[src/rtl/uart_rx_byte.sv]
// uart_rx_byte -- 8N1 UART receiver, LSB first, idle-high line.
//
// The line is double-synchronised; a falling edge on the synchronised line
// starts a frame. The start bit is re-checked at mid-bit to reject glitches,
// then each data bit and the stop bit are sampled one bit period apart, so
// every sample lands at mid-bit. A bit lasts BAUD_COUNT+1 clocks.
//
// Ports:
//   clk        system clock, rising edge
//   reset      synchronous, active-high reset
//   rx_in      asynchronous serial line, idle high
//   rx_data    last correctly received byte, held until the next good frame
//   rx_valid   one-cycle pulse, rx_data is new this cycle
//   frame_err  one-cycle pulse, the stop bit sampled low
//   busy       high while a frame is being received (state is not IDLE)
//
// state | meaning
// ------+----------------------------------------------------------
// IDLE  | waiting for a falling edge on the synchronised line
// START | timing to start-bit mid-point; line must still be low
// DATA  | sampling 8 data bits at mid-bit, LSB first
// STOP  | sampling the stop bit; good frame -> rx_valid, else frame_err

module uart_rx_byte #(
  parameter int CNT_W      = 13,
  parameter int BAUD_COUNT = 5207,
  parameter int HALF_COUNT = 2603
) (
  input  logic       clk,
  input  logic       reset,
  input  logic       rx_in,
  output logic [7:0] rx_data,
  output logic       rx_valid,
  output logic       frame_err,
  output logic       busy
);

  typedef enum logic [1:0] {
    IDLE  = 2'd0,
    START = 2'd1,
    DATA  = 2'd2,
    STOP  = 2'd3
  } state_t;

  localparam logic [CNT_W-1:0] BAUD_C = CNT_W'(BAUD_COUNT);
  localparam logic [CNT_W-1:0] HALF_C = CNT_W'(HALF_COUNT);
  localparam logic [CNT_W-1:0] CNT_1  = CNT_W'(1);

  state_t           state, state_nxt;
  logic [CNT_W-1:0] cnt, cnt_nxt;
  logic [2:0]       bit_idx, bit_idx_nxt;
  logic [7:0]       shift_q, shift_nxt;
  logic [7:0]       data_nxt;
  logic             valid_nxt, ferr_nxt;

  // rx_m/rx_s form the synchroniser; rx_p is the previous rx_s for edge detect.
  // All three reset high so a reset never looks like a start edge.
  logic rx_m, rx_s, rx_p;

  always_ff @(posedge clk) begin
    if (reset) begin
      rx_m <= 1'b1;
      rx_s <= 1'b1;
      rx_p <= 1'b1;
    end else begin
      rx_m <= rx_in;
      rx_s <= rx_m;
      rx_p <= rx_s;
    end
  end

  always_ff @(posedge clk) begin
    if (reset) begin
      state     <= IDLE;
      cnt       <= '0;
      bit_idx   <= '0;
      shift_q   <= '0;
      rx_data   <= '0;
      rx_valid  <= 1'b0;
      frame_err <= 1'b0;
    end else begin
      state     <= state_nxt;
      cnt       <= cnt_nxt;
      bit_idx   <= bit_idx_nxt;
      shift_q   <= shift_nxt;
      rx_data   <= data_nxt;
      rx_valid  <= valid_nxt;
      frame_err <= ferr_nxt;
    end
  end

  always_comb begin
    state_nxt   = state;
    cnt_nxt     = cnt;
    bit_idx_nxt = bit_idx;
    shift_nxt   = shift_q;
    data_nxt    = rx_data;
    valid_nxt   = 1'b0;
    ferr_nxt    = 1'b0;

    case (state)
      IDLE: begin
        cnt_nxt = '0;
        // Edge only: a line held low (break) never retriggers.
        if (!rx_s && rx_p) state_nxt = START;
      end

      START: begin
        if (cnt == HALF_C) begin
          cnt_nxt     = '0;
          bit_idx_nxt = '0;
          state_nxt   = rx_s ? IDLE : DATA;
        end else begin
          cnt_nxt = cnt + CNT_1;
        end
      end

      DATA: begin
        if (cnt == BAUD_C) begin
          cnt_nxt   = '0;
          shift_nxt = {rx_s, shift_q[7:1]};
          if (bit_idx == 3'd7) state_nxt = STOP;
          else                 bit_idx_nxt = bit_idx + 3'd1;
        end else begin
          cnt_nxt = cnt + CNT_1;
        end
      end

      STOP: begin
        if (cnt == BAUD_C) begin
          cnt_nxt   = '0;
          // Returning to IDLE at stop mid-bit leaves half a bit to catch
          // the next start edge of a back-to-back frame.
          state_nxt = IDLE;
          if (rx_s) begin
            data_nxt  = shift_q;
            valid_nxt = 1'b1;
          end else begin
            ferr_nxt = 1'b1;
          end
        end else begin
          cnt_nxt = cnt + CNT_1;
        end
      end

      default: state_nxt = IDLE;
    endcase
  end

  assign busy = (state != IDLE);

endmodule
[config.mk]
export PLATFORM = sky130hd
export DESIGN_NAME = uart_rx_byte
export DESIGN_NICKNAME = d
export VERILOG_FILES = /design/src/rtl/uart_rx_byte.sv
export SDC_FILE = /design/constraint.sdc
export NUM_CORES = 1
export LEC_CHECK = 0
export BUFFER_PORTS_ARGS = -buffer_cell sky130_fd_sc_hd__buf_2
export CAP_MARGIN = 10
export CORE_ASPECT_RATIO = 1.1
export CORE_UTILIZATION = 60
export CTS_BUF_LIST = sky130_fd_sc_hd__clkbuf_8
export CTS_CLUSTER_DIAMETER = 40
export DETAILED_ROUTE_END_ITERATION = 12
export PLACE_DENSITY = 0.87
export SYNTH_ARGS = -nofsm -noshare
export SYNTH_HDL_FRONTEND = slang
export SYNTH_SLANG_ARGS = --single-unit
[constraint.sdc]
create_clock -name clk -period 2.5 [get_ports clk]
set_input_delay 0.25 -clock clk [delete_from_list [all_inputs] [get_ports clk]]
set_output_delay 0.25 -clock clk [all_outputs]
set_load 0.01 [all_outputs]
# --- Word-level counts from Yosys, hierarchy flattened ---
# Cells that the tools add are included.
# W data, S select, Z words.
classes:
  n_bitwise: 2
  n_mux: 16
  eq_ne: 12
  n_reduce_logical: 11
  addsub: 2
op_table:
  columns: ["op", "n"]
  rows:
  - ["$pmux W13 S3", 1]
  - ["$mux W13", 2]
  - ["$add A13 B1 Y13 const B", 1]
  - ["$eq A13 B12 Y1 const B", 1]
  - ["$eq A13 B13 Y1 const B", 1]
  - ["$mux W2", 6]
  - ["$ne A2 B2 Y1 const B", 6]
  - ["$mux W3", 3]
  - ["$pmux W2 S4", 1]
  - ["$pmux W3 S2", 1]
  - ["$reduce_and A5 Y1", 1]
  - ["$eq A2 B2 Y1 const B", 2]
  - ["$reduce_and A4 Y1", 1]
  - ["$reduce_bool A2 Y1", 2]
  - ["$add A3 B1 Y3 const B", 1]
  - ["$eq A3 B3 Y1 const B", 1]
  - ["$reduce_and A3 Y1", 1]
  - ["$reduce_or A3 Y1", 1]
  - ["$eq A2 B1 Y1 const B", 1]
  - ["$logic_not A2 Y1", 1]
  - ["$mux W1", 2]
  - ["$not A1 Y1", 2]
  - ["$reduce_and A2 Y1", 1]
  - ["$reduce_or A2 Y1", 1]
  - ["2 further kinds", 2]
word_totals:
  wordCells: 53
  ff_bits: 39
  inputBits: 3
  output_inout_bits: 11

# --- Depth between registers and ports, before layout ---
# Gate-level depths: netlist (run 1).
depth:
  ltp_word: 4
  depth_mapped: 6
  mapped_depth_nobuf: 5

# --- Least setup slack after synthesis (run 1) ---
# Ideal clock, no wire load.
synth_path:
  kind: "register to register"
  from: "reg cnt[0]"
  to: "reg rx_data[0]"
  stages_incl_launch_ff: 7
  setup_ns: 0.072
  synth_period_minus_slack_ns: 1.754
  setup_slack_ns: 0.746
  arrival_ns: 1.682
  path_buffers: 1
  required_ns: 2.428
  path_cell_list: "dfxtp_1 ha_1 nand4b_1 nor4b_4 and4_1 buf_4 mux2i_1"
synth_via:
  elab_chain_cells: 2
synth_lines:
  columns: ["element", "line_no", "source"]
  rows:
  - ["start: declaration", "50", "logic [CNT_W-1:0] cnt, cnt_nxt;"]
  - ["start signal: assignment", "83", "cnt <= cnt_nxt;"]
  - ["$eq A13 B13 Y1", "130", "if (cnt == BAUD_C) begin"]
  - ["$reduce_and A3 Y1 (no source line)", null, null]
  - ["end signal: assignment", "86", "rx_data <= data_nxt;"]
  - ["end: declaration", "32", "output logic [7:0] rx_data,"]
# Every way passes these cells.
# A chain may end at the register's enable or synchronous reset.

# --- Final worst setup path (run 1) ---
layout_path:
  from: "reg cnt[0]"
  to: "reg rx_data[2]"
# Same word-level chain as after synthesis.

==> summary.txt, run 1 <==
STA
  • Slew at the pin closest to its max-slew limit: 472 ps
  • Pins Over Slew Limit: 0
  • Clock Skew: 8.52 ps
  • Final Setup Violations: 0
  • TNS Setup: 0 ps
  • RSZ-0062 raised after global routing: false
  • Hold Fails Final Rpt: 0
  • Fmax: roughly 450 MHz
  • Period minus WS final: 2230 ps
  • Fin crit share: 89.1%
  • Relative max-transition margin: 68.5%

Clock tree
  • Worst skew pair latency: 290 ps
  • PostCTS Resize Cnt: 0
  • CTS tree: done
  • # Post-CTS Setup Buffers: 0
  • Clock slew seen by the registers of the worst setup and hold paths: 70 ps
  • CTS Sinks: 39
  • Total CTS buffers: 5
  • Clock tree buffer depth: 2
  • H-Tree Depth: 2
  • CTS Hold Buffers Added: 0
  • Clk root buf: clkbuf_8

Floorplanning
  • Rows: 20
  • Die width: around 53 microns
  • Initial Util: 62.5%
  • Die height: 58.2 microns
  • Core area: roughly 2800 sq um
  • Die area: 3090 sq um
  • I/O pin cnt: 14

GRT
  • Antenna violations before repair: 0
  • Largest net degree at the start of global routing: 34
  • Vias in the first global route: 1,236
  • Overall routing resource usage: about a quarter
  • First-pass GRT wire length: 5.31 mm
  • Total gr overflow: 0

Placed design
  • Global placer's final weighted congestion: 0.864
  • Port bufs: 13
  • Area post-placement: 1800 sq um
  • Post-DP HPWL: 2.27 mm

Critical path
  • Slowest stage delay, CP: 550 ps
  • Critical Path RT: between 2000 and 3000 ps
  • Crit-path max FO: 9
  • Critical-path top delay cell: and4_1
  • Crit path kind: flop to flop
  • CP Capture Type: flop
  • CP Launch Type: flop
  • Worst Path Buf+Inv: 0
  • Critical Path AT: 2450 ps
  • Worst path cell trace: ha_1 > nand4b_1 > nor4b_4 > and4_1 > mux2i_1
  • Crit-path leading delay family: simple AND/OR/NAND/NOR gates

Route
  • DRT iter0 DRCs: 56
  • Wirelength per Cell: 14.6 microns
  • Via count: 1,294
  • Post-DRT Antenna Nets: 0
  • # DRC: 0
  • Detailed Routing Iterations Pass 1: 4
  • Vias/cell: 5.80
  • Routed WL: 3.26 mm

Logic synthesis
  • Most common flop cell mapped by yosys: dfxtp_1
  • Cell count after synthesis: 177
  • Post-synthesis sequential area ratio: 45.4%
  • Synthesized flop and latch total: 39
  • Avg Cell Area, Syn: around 9.7 sq um
  • Share of flip-flops with an asynchronous set or reset: 0%
  • Mapped Nets: between 150 and 200
  • Number of synthesized flops with an enable pin: 0
  • Synth Cell Area: 1720 sq um
  • Yosys cell types: 34
  • Yosys warns: 0

Cells and area
  • Nets: 196
  • Antenna Cells: 0
  • Register Area: ~780 sq um
  • Leading cell type in the layout, fill and taps excluded: dfxtp_1
  • Final Util: just under 70%
  • Layout cell share with drive strength beyond 1: 14.2%
  • Area Growth Syn to Fin: 9.60%
  • Multi-input combinational cell area: about 890 sq um
  • Final instance area: 1890 sq um
  • Most frequent cells in the layout: dfxtp_1, nor2_1, nand2b_1
  • Fillers: 227

Run status
  • Outcome: completed

Power
  • Peak supply drop: approximately 450 uV
  • Total power: 1.08 mW
  • Static leakage: 0.620 nW
  • Power Dens Cells: 571 nW/um^2

Hold path
  • Worst min-delay path class: primary input to flop

Run
  • Total of max-cap violations: 0
## per-stage QoR
step / setup slack (ps) / std cells / hold slack (ps)
after floorplan: 746 / 177 / 347
after global placement: 459 / 216 / 391
after detailed placement: 274 / 216 / 404
after CTS: 264 / 223 / 132
after global routing: 91.9 / 223 / 129
final: 272 / 223 / 135
## state kept, by name (all words and copies together), names as in the netlist, named ones only
| register | flops |
|---|---|
| rx_m | 1 |
| rx_p | 1 |
| shift_q | 8 |
| bit_idx | 3 |
| rx_valid | 1 |
| rx_s | 1 |
| frame_err | 1 |
| rx_data | 8 |
| cnt | 13 |
| state | 1 |
## power breakdown
part | leakage, nW | internal, mW | switching [mW] | total (mW)
clock | 0.0470 | 0.216 | 0.210 | 0.427
sequential | 0.315 | 0.624 | 0.00436 | 0.629
combinational | 0.258 | 0.0105 | 0.0110 | 0.0216
## area by class of cell
type	instances	area share [%]
clock inverter	1	0.265
clock buffer	6	4.38
sequential	39	41.4
multi-input combinational	126	47.1
timing repair buffer	14	3.85
tap	33	2.19
inverter	4	0.796
## final timing paths
| path | startpoint | to | slack (ps) | cells past startpoint |
|---|---|---|---|---|
| setup / recovery | cnt[0] | rx_data[2] | 270 | 5 |
| hold / removal | rx_in | rx_m | 140 | 2 |
| setup reg to reg | cnt[0] | rx_data[2] | 270 | 5 |
| hold reg to reg | rx_m | rx_s | 430 | 1 |
## metal layers
layer,wire [microns],vias to the layer above,share of wire [%],track usage [%]
met5,0,-,0,0
li1,-,630,-,-
met2,1680,36,52,40.9
met1,1340,618,41,26.4
met4,89,0,2.7,15.0
met3,143,10,4.4,6.04
## worst reg2reg max path, cell delays in order (launching register included)
cell and delay, ps:
dfxtp_1 400, ha_1 290, nand4b_1 260, nor4b_4 400, and4_1 550, mux2i_1 260
## cell families after synthesis
family | Yosys count | synth area share, %
simple gates | 88 | 30.2
flops | 39 | 45.4
mux | 18 | 10.5
buf+inv | 12 | 3.34
xor+xnor | 11 | 5.60
compound gates | 6 | 2.84
fa+ha+maj | 3 | 2.18
## Yosys cell counts (3+ instances only)
library cell	instances	area [sq um]
dfxtp_1	39	781
nor2_1	24	90.1
nand2b_1	20	125
mux2i_1	18	180
xnor2_1	9	78.8
nand2_1	7	26.3
nand3_1	5	25.0
nor4_1	5	31.3
clkbuf_1	4	15.0
inv_1	4	15.0
nor3_1	4	20.0
buf_4	3	22.5
ha_1	3	37.5
or2_1	3	18.8
or4b_1	3	30.0
(Power assumes the default switching activity.)
==> run 2, diff against run 1 <==
--- a/config.mk
+++ b/config.mk
@@ -5,6 +5,7 @@
 export SDC_FILE = /design/constraint.sdc
 export NUM_CORES = 1
 export LEC_CHECK = 0
+export ABC_AREA = 1
 export BUFFER_PORTS_ARGS = -buffer_cell sky130_fd_sc_hd__buf_2
 export CAP_MARGIN = 10
 export CORE_ASPECT_RATIO = 1.1
@@ -12,7 +13,9 @@
 export CTS_BUF_LIST = sky130_fd_sc_hd__clkbuf_8
 export CTS_CLUSTER_DIAMETER = 40
 export DETAILED_ROUTE_END_ITERATION = 12
+export GPL_ROUTABILITY_DRIVEN = 0
 export PLACE_DENSITY = 0.87
+export SKIP_CTS_REPAIR_TIMING = 1
 export SYNTH_ARGS = -nofsm -noshare
 export SYNTH_HDL_FRONTEND = slang
 export SYNTH_SLANG_ARGS = --single-unit
==> run 2 against run 1 <==
Effect of this change: area after synthesis rose by 4.9%; clock power increased by 7.5%; largest power group unchanged; die area grew 4.7%; critical path depth up 3; maximum frequency up 31%; non-clock buffer count is the same; count of clock-buffer cells in the layout increased by 1.
==> summary.txt, run 2 <==
GRT
  • Largest net degree at the start of global routing: 21 (was 34)
  • Overall routing resource usage: 22.7% (was 24.1%)
  • First-pass GRT wire length: 5.22 mm (was 5.31 mm)
  • Antenna violations before repair: 0 (unchanged)
  • Total gr overflow: 0 (unchanged)
  • Vias in the first global route: 1,317 (was 1,236)

Critical path
  • Critical Path RT: 2680 ps (was 2720 ps)
  • Critical-path top delay cell: dfxtp_1 (was and4_1)
  • Crit path kind: flop to flop (unchanged)
  • Critical Path AT: 1880 ps (was 2450 ps)
  • Slowest stage delay, CP: 360 ps (was 550 ps)
  • Worst path cell trace: ha_1 > nand2_2 > nor2_4 > nand3_4 > nand2_1 > nand3_2 > o21ai_0 > nor2_1 (was ha_1 > nand4b_1 > nor4b_4 > and4_1 > mux2i_1)
  • CP Launch Type: flop (unchanged)
  • CP Capture Type: flop (unchanged)
  • Crit-path max FO: 14 (was 9)
  • FF-to-FF path depth: 8 (was 5)

Placed design
  • Dpl ws: 819 ps (was 274 ps)
  • Area post-placement: 1880 sq um (was 1800 sq um)
  • Post-DP HPWL: 2.27 mm (about the same)
  • Port bufs: 13 (unchanged)
  • Dpl cells: 298 (was 216)

Cells and area
  • Final instance area: 1980 sq um (was 1890 sq um)
  • Nets: 278 (was 196)
  • Layout cell share with drive strength beyond 1: 15.0% (was 14.2%)
  • Area Growth Syn to Fin: 9.99% (was 9.60%)
  • Biggest register: cnt (unchanged)
  • Final Util: 70.8% (was 68.5%)
  • Final Non-Filler Cells: 306 (was 223)
  • Fillers: 238 (was 227)
  • Max FFs per register: 13 (unchanged)
  • Most frequent cells in the layout: nand2_1, nor2_1, dfxtp_1 (was dfxtp_1, nor2_1, nand2b_1)
  • Leading cell type in the layout, fill and taps excluded: nand2_1 (was dfxtp_1)
  • Antenna Cells: 0 (unchanged)
  • Top Registers: cnt: 13 flops, rx_data: 8 flops, shift_q: 8 flops (unchanged)

Route
  • Vias/cell: 5.03 (was 5.80)
  • Wirelength per Cell: 10.5 microns (was 14.6 microns)
  • Post-DRT Antenna Nets: 0 (unchanged)
  • Routed WL: 3.20 mm (was 3.26 mm)
  • DRT iter0 DRCs: 49 (was 56)
  • Via count: 1,539 (was 1,294)
  • # DRC: 0 (unchanged)
  • Detailed Routing Iterations Pass 1: 4 (unchanged)

STA
  • Slew at the pin closest to its max-slew limit: 286 ps (was 472 ps)
  • Pins Over Slew Limit: 0 (unchanged)
  • Setup ws final: 801 ps (was 272 ps)
  • RSZ-0062 raised after global routing: false (unchanged)
  • TNS Setup: 0 ps (unchanged)
  • Hold WS: 137 ps (was 135 ps)
  • Hold Fails Final Rpt: 0 (unchanged)
  • Period minus WS final: 1700 ps (was 2230 ps)
  • Clock Skew: 5.13 ps (was 8.52 ps)
  • Fmax: 589 MHz (was 449 MHz)
  • Fin crit share: 68.0% (was 89.1%)
  • Relative max-transition margin: 80.8% (was 68.5%)
  • Final Setup Violations: 0 (unchanged)

Floorplanning
  • Die height: 59.5 microns (was 58.2 microns)
  • Die area: 3230 sq um (was 3090 sq um)
  • Core area: 2800 sq um (was 2750 sq um)
  • I/O pin cnt: 14 (unchanged)
  • Rows: 20 (unchanged)
  • Initial Util: 64.4% (was 62.5%)
  • Die width: 54.3 microns (was 53.1 microns)

Clock tree
  • Worst skew pair latency: 290 ps (about the same)
  • H-Tree Depth: 2 (unchanged)
  • CTS tree: done (unchanged)
  • Total CTS buffers: 5 (unchanged)
  • Clock slew seen by the registers of the worst setup and hold paths: 70 ps (about the same)
  • Clock tree buffer depth: 2 (unchanged)
  • Clk root buf: clkbuf_8 (unchanged)
  • CTS Sinks: 39 (unchanged)

Logic synthesis
  • Synth top area cells: dfxtp_1, nand2_1, nor2_1 (was dfxtp_1, mux2i_1, nand2b_1)
  • Largest family of logic cells by synthesized area: simple AND/OR/NAND/NOR gates (unchanged)
  • Most frequent cell after synthesis: nand2_1 (was dfxtp_1)
  • Synth area leader: dfxtp_1 (unchanged)
  • Compound-Gate Fraction of Synth Area: 7.49% (was 2.84%)
  • Post-Synth Adder-Cell Area: 2.08% (was 2.18%)
  • Avg Cell Area, Syn: 7.08 sq um (was 9.72 sq um)
  • Post-synthesis sequential area ratio: 43.3% (was 45.4%)
  • Post-synthesis mux area share: 0% (was 10.5%)
  • Number of synthesized flops with an enable pin: 0 (unchanged)
  • Yosys cell types: 26 (was 34)
  • Most common flop cell mapped by yosys: dfxtp_1 (unchanged)
  • Share of flip-flops with an asynchronous set or reset: 0% (unchanged)
  • Post-Synth XOR/XNOR Area: 0.485% (was 5.60%)
  • Cell count after synthesis: 255 (was 177)
  • Post-Synth Simple-Gate Area: 36.3% (was 30.2%)
  • Synthesized flop and latch total: 39 (unchanged)
  • Commonest cells in the netlist: nand2_1, nor2_1, dfxtp_1 (was dfxtp_1, nor2_1, nand2b_1)
  • Top cell type's share of synthesized area: 43.3% (was 45.4%)
  • Synth Cell Area: 1800 sq um (was 1720 sq um)
  • Yosys warns: 0 (unchanged)
  • Mapped Nets: 261 (was 183)

Power
  • Total power: 1.22 mW (was 1.08 mW)
  • Peak supply drop: 418 uV (was 454 uV)
  • Static leakage: 0.976 nW (was 0.620 nW)
  • Power Dens Cells: 616 nW/um^2 (was 571 nW/um^2)

Hold path
  • Worst min-delay path class: primary input to flop (unchanged)
  • Worst hold stages: 2 (unchanged)

Run status
  • Outcome: completed (unchanged)

Run
  • Total of max-cap violations: 0 (unchanged)
-- run 2: changes by cell type in the layout (fill, tap and decap cells not counted), sizes merged, moves of 5 or more --
cell	previous run	this run
a21oi	0	8
nor4	5	0
o21ai	1	16
nor3	4	9
xnor2	9	1
nand2	7	60
inv	4	42
mux2i	18	0
nor2	24	52
and3	0	5
nand2b	21	0
-- run 2: layer usage --
layer	wire length [microns]	global-route usage, %
met4	64	10.6
met3	131	6.92
met1	1430	24.4
met2	1580	39.4
met5	0	0
-- run 2: critical path: cells and delay by family, from the launching register on --
kind | cells | cell delay [ps]
simple gates | 6 | 790
compound gates | 1 | 210
fa+ha+maj | 1 | 240
flops | 1 | 360
-- run 2: final cells by class --
class                           count  area, sq um  area share, %
Clock buffer                        7         96.3           4.85
Sequential cell                    39          781           39.3
Clock inverter                      1         3.75          0.189
Multi-Input combinational cell    171          836           42.1
Inverter                           41          154           7.76
Timing Repair Buffer               14         72.6           3.66
Tap cell                           33         41.3           2.08
-- run 2: power by group --
part,switching [mW],leakage [nW],internal [mW]
clock network,0.212,0.0557,0.248
logic,0.0707,0.605,0.0406
registers,0.0128,0.315,0.638
total,0.295,0.976,0.926
-- run 2: path summary, 6_finish.rpt --
kind	slack, ps	endpoint	from
min	140	rx_m	rx_in
min reg2reg	410	rx_s	rx_m
max	800	bit_idx[2]	cnt[0]
max reg2reg	800	bit_idx[2]	cnt[0]
-- run 2: logic make-up (layout without fill, tap and decap cells) --
| logic type | after synthesis | in the layout |
|---|---|---|
| simple gates | 141 | 141 |
| buf+inv | 45 | 63 |
| flops | 39 | 39 |
| compound gates | 26 | 26 |
| fa+ha+maj | 3 | 3 |
| xor+xnor | 1 | 1 |
==> run 3, diff against run 2 <==
--- a/config.mk
+++ b/config.mk
@@ -9,12 +9,12 @@
 export BUFFER_PORTS_ARGS = -buffer_cell sky130_fd_sc_hd__buf_2
 export CAP_MARGIN = 10
 export CORE_ASPECT_RATIO = 1.1
-export CORE_UTILIZATION = 60
+export CORE_UTILIZATION = 55
 export CTS_BUF_LIST = sky130_fd_sc_hd__clkbuf_8
 export CTS_CLUSTER_DIAMETER = 40
 export DETAILED_ROUTE_END_ITERATION = 12
 export GPL_ROUTABILITY_DRIVEN = 0
-export PLACE_DENSITY = 0.87
+export PLACE_DENSITY = 0.84
 export SKIP_CTS_REPAIR_TIMING = 1
 export SYNTH_ARGS = -nofsm -noshare
 export SYNTH_HDL_FRONTEND = slang
==> constraint.sdc (replaced) <==
create_clock -name clk -period 1.43 [get_ports clk]
set_input_delay 0.143 -clock clk [delete_from_list [all_inputs] [get_ports clk]]
set_output_delay 0.143 -clock clk [all_outputs]
set_load 0.01 [all_outputs]
==> run 3 against run 2 <==
Effect of this change: sequential cell count is the same; clock skew down 1.4 ps; final area up 16%; non-clock buffer count is 17 higher; first-iteration DRC count is 67% higher; setup slack got worse by 890 ps; highest routed layer unchanged; combinational power rose by 140%; the run now ends with negative setup slack left; global-route usage hardly changed; count of clock-buffer cells in the layout decreased by 2; maximum frequency rose by 12%; sequential power rose by 75%; die area up 8.8%.
==> summary.txt, run 3 (same netlist as run 2, synthesis figures left out) <==
Power
  • Switching share of power: 25.8% (was 24.2%)
  • Power Dens Cells: 1020 nW/um^2 (was 616 nW/um^2)
  • Peak supply drop: 1050 uV (was 418 uV)
  • NetSw: 0.603 mW (was 0.295 mW)
  • P_int: 1.74 mW (was 0.926 mW)
  • Static leakage: 1.09 nW (was 0.976 nW)
  • Clock network power share: 39.6% (was 37.6%)
  • Total power: 2.34 mW (was 1.22 mW)
  • Sequential share of power: 48.9% (was 53.3%)
  • Logic gate share of total power: 11.5% (was 9.1%)

Route
  • Post-DRT Antenna Nets: 0 (unchanged)
  • Routed WL: 4.12 mm (was 3.20 mm)
  • Wirelength per Cell: 12.7 microns (was 10.5 microns)
  • Vias/cell: 5.10 (was 5.03)
  • Detailed Routing Iterations Pass 1: 4 (unchanged)
  • Via count: 1,657 (was 1,539)
  • DRT iter0 DRCs: 82 (was 49)
  • # DRC: 0 (unchanged)

Critical path
  • Critical Path AT: 1750 ps (was 1880 ps)
  • Worst r2r src: cnt[0] (unchanged)
  • Worst path cell trace: ha_4 > nand2_4 > nor2_4 > nand3_4 > buf_4 > nand2_4 > nand2_2 > nor2_2 > nor2_1 > nor2_1 (was ha_1 > nand2_2 > nor2_4 > nand3_4 > nand2_1 > nand3_2 > o21ai_0 > nor2_1)
  • FF-to-FF path depth: 10 (was 8)
  • Worst Path Buf+Inv: 1 (was 0)
  • CP Launch Type: flop (unchanged)
  • FF-to-FF End: state[0] (was bit_idx[2])
  • Crit-path max FO: 6 (was 14)
  • Critical Path RT: 1660 ps (was 2680 ps)
  • CP Capture Type: flop (unchanged)
  • Crit path kind: flop to flop (unchanged)
  • Critical-path top delay cell: dfxtp_2 (was dfxtp_1)
  • Reg2reg setup slack: -90 ps (was 800 ps)
  • Slowest stage delay, CP: 360 ps (about the same)
  • Crit-path leading delay family: simple AND/OR/NAND/NOR gates (unchanged)

Cells and area
  • Final instance area: 2300 sq um (was 1980 sq um)
  • Fillers: 220 (was 238)
  • Layout cell share with drive strength beyond 1: 30.9% (was 15.0%)
  • Leading cell type in the layout, fill and taps excluded: nand2_1 (unchanged)
  • Max FFs per register: 13 (unchanged)
  • Biggest register: cnt (unchanged)
  • Nets: 296 (was 278)
  • Final Util: 74.9% (was 70.8%)
  • Top Registers: cnt: 13 flops, rx_data: 8 flops, shift_q: 8 flops (unchanged)
  • Most frequent cells in the layout: nand2_1, nor2_1, dfxtp_1 (unchanged)
  • Antenna Cells: 0 (unchanged)
  • Multi-input combinational cell area: 1000 sq um (was 836 sq um)
  • Register Area: 783 sq um (was 781 sq um)
  • Final Non-Filler Cells: 325 (was 306)
  • Area Growth Syn to Fin: 27.6% (was 9.99%)

STA
  • Period minus WS final: 1520 ps (was 1700 ps)
  • TNS Setup: -336 ps (was 0 ps)
  • Slew at the pin closest to its max-slew limit: 318 ps (was 286 ps)
  • Fin crit share: 106% (was 68.0%)
  • Clock Skew: 3.75 ps (was 5.13 ps)
  • Final Setup Violations: 11 (was 0)
  • Relative max-transition margin: 78.7% (was 80.8%)
  • Hold Fails Final Rpt: 0 (unchanged)
  • RSZ-0062 raised after global routing: true (was false)
  • Pins Over Slew Limit: 0 (unchanged)
  • Setup ws final: -92.1 ps (was 801 ps)
  • Fmax: 657 MHz (was 589 MHz)

Clock tree
  • Clk root buf: clkbuf_8 (unchanged)
  • Clock slew seen by the registers of the worst setup and hold paths: 80 ps (was 70 ps)
  • Worst skew pair latency: 300 ps (was 290 ps)
  • Clock tree buffer depth: 2 (unchanged)
  • Total CTS buffers: 5 (unchanged)
  • H-Tree Depth: 2 (unchanged)
  • CTS tree: done (unchanged)
  • CTS Sinks: 39 (unchanged)

Placed design
  • Dpl cells: 312 (was 298)
  • Area post-placement: 1990 sq um (was 1880 sq um)
  • Port bufs: 13 (unchanged)
  • Post-DP HPWL: 2.47 mm (was 2.27 mm)

Floorplanning
  • Die width: 56.6 microns (was 54.3 microns)
  • Initial Util: 58.7% (was 64.4%)
  • Core area: 3070 sq um (was 2800 sq um)
  • Rows: 21 (was 20)
  • Die area: 3510 sq um (was 3230 sq um)
  • Die height: 62.1 microns (was 59.5 microns)
  • I/O pin cnt: 14 (unchanged)

GRT
  • Antenna violations before repair: 0 (unchanged)
  • Total gr overflow: 0 (unchanged)
  • Largest net degree at the start of global routing: 21 (unchanged)
  • Vias in the first global route: 1,466 (was 1,317)
  • First-pass GRT wire length: 5.96 mm (was 5.22 mm)
  • Overall routing resource usage: 22.7% (about the same)

Hold path
  • Hold Crit Endpoint: rx_m (unchanged)
  • Worst min-delay path class: primary input to flop (unchanged)
  • Hold Startpoint: rx_in (unchanged)
  • Worst hold stages: 2 (unchanged)

Run
  • Total of max-cap violations: 0 (unchanged)

Run status
  • Outcome: finished with violations (was completed)
  • Failing checks: negative setup slack
==> run 3: cell types whose count changed in the layout (fill, tap and decap cells not counted), sizes merged <==
cell and change:
bufinv +1, buf +17, nor2 +1, clkinv +2, inv -1, clkbuf -2
==> run 3: how the worst max path moves through the flow <==
stage          startpoint    endpoint  slack [ps]  cells after the start
2_1_floorplan      cnt[0]        flop           2                      9
3_3_place_gp       cnt[1]     cnt[11]         -20                      7
3_5_place_dp       cnt[1]  bit_idx[1]         -70                      8
4_1_cts            cnt[1]     cnt[11]         -80                      7
5_1_grt            cnt[0]    state[0]        -160                     10
6_report           cnt[0]    state[0]         -90                     10
==> run 3: layer usage <==
metal / share of wire (%) / wire [microns] / vias to the layer above / GRT usage (%)
met5: 0 / 0 / - / 0
met4: 2.2 / 91 / 0 / 11.5
met3: 3.1 / 127 / 8 / 6.42
met2: 52 / 2140 / 41 / 44.2
met1: 43 / 1760 / 746 / 22.5
li1: - / - / 862 / -
==> run 3: power groups by stage <==
stage	clock network, mW	logic (mW)	registers (mW)
6_report	0.925	0.269	1.14
5_1_grt	0.974	0.304	1.15
4_1_cts	0.936	0.205	1.14
3_5_place_dp	0	0.205	1.16
3_3_place_gp	0	0.197	1.16
2_1_floorplan	0	0.154	1.16
==> run 3: final cells by class <==
class | instances | area share (%)
Multi-Input combinational cell | 172 | 43.5
Sequential cell | 39 | 34.0
Timing Repair Buffer | 31 | 9.02
Inverter | 41 | 6.68
Clock buffer | 5 | 2.99
Clock inverter | 3 | 1.90
Tap cell | 34 | 1.85
==> run 3: worst register-to-register path: stages (launching register included) <==
cell	delay [ps]
dfxtp_2	360
ha_4	160
nand2_4	60
nor2_4	120
nand3_4	140
buf_4	180
nand2_4	40
nand2_2	50
nor2_2	120
nor2_1	80
nor2_1	140
==> run 3: metrics by stage <==
stage	setup WS (ps)	hold WS (ps)
after floorplan	2.11	215
after global placement	-17.6	325
after detailed placement	-71.1	330
after CTS	-77.4	19.4
after global routing	-159	9.72
final	-92.1	24.1
